<file path="src/rtl/pwm_peripheral.sv">
// 16-channel PWM on one shared 8-bit step counter (CLK_DIV clocks per step); out registered, 1 clk latency.
// Define PWM_SYNC_UPDATE_EN to latch duty/enables once per period (period-aligned updates).
module pwm_peripheral #(
    parameter int CLK_DIV = 13
) (
    input  logic        clk,
    input  logic        rst,
    input  logic [7:0]  en_reg_out_7_0,
    input  logic [7:0]  en_reg_out_15_8,
    input  logic [7:0]  en_reg_pwm_7_0,
    input  logic [7:0]  en_reg_pwm_15_8,
    input  logic [7:0]  pwm_duty_cycle,
    output logic [15:0] out,
    output logic        period_start
);

    localparam int PW = (CLK_DIV > 1) ? $clog2(CLK_DIV) : 1;

    logic [PW-1:0] presc_q, presc_d;
    logic [7:0]    cnt_q, cnt_d;
    logic [15:0]   out_q, out_d;
    logic          period_start_q, period_start_d;
    logic          tick;
    logic          period_load;
    logic [7:0]    duty_active;
    logic [15:0]   en_out_act;
    logic [15:0]   en_pwm_act;
    logic          pwm_level;

    assign tick        = (presc_q == PW'(CLK_DIV - 1));
    assign presc_d     = tick ? '0 : presc_q + 1'b1;
    assign cnt_d       = tick ? cnt_q + 8'd1 : cnt_q;
    // First cycle of count 0: true after every wrap and on the first cycle out of reset.
    assign period_load = (cnt_q == 8'd0) && (presc_q == '0);
    assign period_start_d = period_load;

`ifdef PWM_SYNC_UPDATE_EN
    logic [7:0]  duty_q;
    logic [15:0] en_out_q;
    logic [15:0] en_pwm_q;

    always_ff @(posedge clk) begin
        if (rst) begin
            duty_q   <= 8'd0;
            en_out_q <= 16'h0000;
            en_pwm_q <= 16'h0000;
        end else if (period_load) begin
            duty_q   <= pwm_duty_cycle;
            en_out_q <= {en_reg_out_15_8, en_reg_out_7_0};
            en_pwm_q <= {en_reg_pwm_15_8, en_reg_pwm_7_0};
        end
    end

    // Bypass the shadow on the load cycle so the new period's first output already uses it.
    assign duty_active = period_load ? pwm_duty_cycle : duty_q;
    assign en_out_act  = period_load ? {en_reg_out_15_8, en_reg_out_7_0} : en_out_q;
    assign en_pwm_act  = period_load ? {en_reg_pwm_15_8, en_reg_pwm_7_0} : en_pwm_q;
`else
    assign duty_active = pwm_duty_cycle;
    assign en_out_act  = {en_reg_out_15_8, en_reg_out_7_0};
    assign en_pwm_act  = {en_reg_pwm_15_8, en_reg_pwm_7_0};
`endif

    always_comb begin
        pwm_level = (duty_active == 8'hFF) || (cnt_q < duty_active);
        out_d     = 16'h0000;
        for (int i = 0; i < 16; i++) begin
            out_d[i] = en_out_act[i] & (~en_pwm_act[i] | pwm_level);
        end
    end

    always_ff @(posedge clk) begin
        if (rst) begin
            presc_q        <= '0;
            cnt_q          <= 8'd0;
            out_q          <= 16'h0000;
            period_start_q <= 1'b0;
        end else begin
            presc_q        <= presc_d;
            cnt_q          <= cnt_d;
            out_q          <= out_d;
            period_start_q <= period_start_d;
        end
    end

    assign out          = out_q;
    assign period_start = period_start_q;

endmodule

</file>
<file path="config.mk">
export PLATFORM = sky130hd
export DESIGN_NAME = pwm_peripheral
export DESIGN_NICKNAME = d
export VERILOG_FILES = /design/src/rtl/pwm_peripheral.sv
export SDC_FILE = /design/constraint.sdc
export NUM_CORES = 1
export LEC_CHECK = 0
export ABC_AREA = 0
export CAP_MARGIN = 25
export CELL_PAD_IN_SITES_DETAIL_PLACEMENT = 0
export CELL_PAD_IN_SITES_GLOBAL_PLACEMENT = 1
export CORE_MARGIN = 2
export CORE_UTILIZATION = 34
export CTS_BUF_LIST = sky130_fd_sc_hd__clkbuf_4 sky130_fd_sc_hd__clkbuf_8
export DETAILED_ROUTE_END_ITERATION = 10
export GPL_TIMING_DRIVEN = 1
export PLACE_DENSITY_LB_ADDON = 0.3
export SLEW_MARGIN = 10
export SYNTH_ARGS = -nofsm -noshare
export SYNTH_HDL_FRONTEND = slang
export SYNTH_SLANG_ARGS = --single-unit
</file>
<file path="constraint.sdc">
create_clock -name clk -period 3.92 [get_ports clk]
set_input_delay 0.392 -clock clk [delete_from_list [all_inputs] [get_ports clk]]
set_output_delay 0.392 -clock clk [all_outputs]
set_load 0.05 [all_outputs]
</file>
==> flow_metrics.py <==
metrics = {
    "status": {
        "status": "finished, final reports clean",
    },
    "drt": {
        "drcViolationCount": 0,
        "firstDrtPassIters": 4,
        "wl_per_cell_um": 12.9,
        "first_iter_violations": 22,
        "vias_per_cell": 4.80,
        "antenna_left": 0,
        "drt_wl_total_um": 3270,
        "vias": 1218,
    },
    "clocking": {
        "cts_setup_buffers": 0,
        "clkTransAtPathRegs_ns": 0.06,
        "clockRootBuffer": "clkbuf_8",
        "clockBufferDepth": 2,
        "worst_skew_pair.late_latency_ns": 0.28,
        "cts_num_sinks": 29,
        "cts_tree": "yes",
        "cts-resized-gates": 0,
        "cts_max_level": 2,
        "hold_buffers": 0,
        "cts_buffers": 5,
    },
    "timing": {
        "setup_ws_ns": 1.54,
        "fin_crit_ns": 2.38,
        "slew_viol_final": 0,
        "fmax_ghz": 0.420,
        "skew_ns": 0.00457,
        "finalSetupViolations": 0,
        "fin_tns_setup_ns": 0,
        "period_share_pct": 60.8,
        "hold_viol": 0,
        "rsz0062_at_grt": "false",
        "worst_slew_pin_slew_ns": 0.933,
        "slew_headroom_pct": 37.8,
    },
    "synthesis": {
        "synth.distinct_cells": 30,
        "synth_seq_area_share_pct": 42.1,
        "synthesis.area_um2": 1380,
        "synth_seq_cells": 29,
        "yosys_warnings": 0,
        "async_flop_share_pct": 0,
        "avgSynthCellArea_um2": 9.58,
        "synthFlopType": "dfxtp_1",
        "synthTopCellsByCount": "29 x dfxtp_1, 16 x nand2b_1, 12 x a21oi_1, 12 x inv_1, 11 x ha_1",
        "yosys-top-cells-area": "dfxtp_1 42%, ha_1 10%, nand2b_1 7.3%, a21oi_2 6.4%, a21oi_1 4.4%",
        "synthMostInstantiatedCell": "dfxtp_1",
        "synth_fp_nets": 197,
        "yosys.area.top_type": "dfxtp_1",
        "synth_top_area_share_pct": 42.1,
        "syn_inst": 144,
        "synth_edf_count": 0,
    },
    "die": {
        "die_area_um2": 4580,
        "die_x_um": 67.7,
        "die_h_um": 67.7,
        "initial_core_util_pct": 35.0,
        "rows": 23,
        "num_io_pins": 59,
        "core_area_um2": 3940,
    },
    "global_routing": {
        "grt_usage_pct": 15.7,
        "grt_max_degree": 30,
        "grt_pass1_wl_um": 5220,
        "antenna_found_initial": 0,
        "grt_remaining_overflow": 0,
        "grt_pass1_vias": 1267,
    },
    "min_path": {
        "whs_endpoint": "presc_q[0]$_SDFF_PP0_",
        "hold_start": "presc_q[0]$_SDFF_PP0_",
        "hold_depth": 1,
        "hold_class": "flop to flop",
    },
    "critical_path": {
        "r2r_cells": 5,
        "critPathKind": "input port to flop",
        "start_kind": "input port",
        "r2r_slack_ns": 1.79,
        "worstPathRequired_ns": 4.04,
        "worstPathArrival_ns": 2.51,
        "reg2reg_to": "out[2]$_SDFF_PP0_",
        "endpoint_kind": "flop",
        "path_max_fanout": 16,
        "reg2reg_from": "cnt_q[6]$_SDFFE_PP0P_",
    },
    "power": {
        "irDropWorstVdd_mv": 0.167,
        "powerDensity_nw_per_um2": 335,
        "p_leak_nw": 0.824,
    },
    "placed_design": {
        "dpl_worst_slack_ns": 1.27,
        "dp_hpwl_um": 2520,
        "gp_congestion": 0.670,
        "place_area_um2": 2000,
        "port_buffers": 58,
    },
    "finish": {
        "antennaDiodeCount": 0,
        "fin_nets": 257,
        "drive_above_1_share_pct": 9.80,
        "nFillCells": 366,
        "postLayoutCellArea_um2": 2090,
        "syn_to_final_growth_pct": 51.3,
    },
    "run": {
        "cap_violations": 0,
    },
}
power by group:
part | switching, mW | internal (mW) | total (mW)
logic | 0.0664 | 0.0690 | 0.135
clock network | 0.104 | 0.146 | 0.250
registers | 0.00510 | 0.308 | 0.313
layout by cell type, fill, tap and decap left out, types with 5 or more instances in the layout:
cell type / netlist / layout
nor2_1: 8 / 8
inv_1: 12 / 12
dfxtp_1: 29 / 29
nand2_1: 6 / 6
nand2b_1: 16 / 16
clkdlybuf4s50_1: 0 / 58
a21oi_2: 10 / 10
a21oi_1: 12 / 12
clkbuf_8: 0 / 6
ha_1: 11 / 11
nand4_1: 5 / 5
cell families (layout without fill, tap and decap cells):
kind of cell / Yosys count / in the layout / share of synthesized area, %
compound gates: 30 / 30 / 17.6
xor+xnor: 6 / 6 / 3.81
buf+inv: 17 / 77 / 5.17
fa+ha+maj: 11 / 11 / 9.98
flops: 29 / 29 / 42.1
simple gates: 51 / 51 / 21.3
state kept, by name, summed over array words and instances (netlist names):
name / count
presc_q: 4
cnt_q: 8
period_start: 1
out: 16
area by class of cell:
cell class | instances | area, um^2 | area share, %
timing repair buffer | 58 | 581 | 27.8
sequential | 29 | 581 | 27.8
clock buffer | 7 | 90.1 | 4.32
multi-input combinational | 98 | 727 | 34.9
inverter | 12 | 45.0 | 2.16
tap | 50 | 62.6 | 3.00
stage by stage:
step	hold slack (ns)	cells	utilization, %	power [mW]
floorplan	0.456	144	-	0.386
global placement	0.476	247	50.6	0.452
detailed placement	0.482	247	50.6	0.456
CTS	0.492	254	52.9	0.711
global route	0.518	254	52.9	0.729
finish	0.494	254	52.9	0.698
critical path, cell delays in order:
cell,delay (ns)
clkdlybuf4s50_1,0.47
inv_1,0.05
ha_1,0.31
and4_1,0.20
o21ai_1,0.09
o32ai_4,0.83
a21oi_1,0.16
per-layer routing:
metal  part of all wire (%)  GRT usage, %
met5                      0             0
met4                    1.8          7.40
met3                    7.9          7.17
met2                     49          27.0
met1                     41          16.1
worst max path at each step:
stage               cells past startpoint              start                 end
global route                            7  pwm_duty_cycle[6]   out[0]$_SDFF_PP0_
floorplan                               7  pwm_duty_cycle[6]  out[10]$_SDFF_PP0_
global placement                        7  pwm_duty_cycle[6]   out[4]$_SDFF_PP0_
CTS                                     7  pwm_duty_cycle[6]   out[2]$_SDFF_PP0_
finish                                  7  pwm_duty_cycle[6]   out[2]$_SDFF_PP0_
detailed placement                      7  pwm_duty_cycle[6]   out[2]$_SDFF_PP0_
Power figures use the tool's default switching activity.
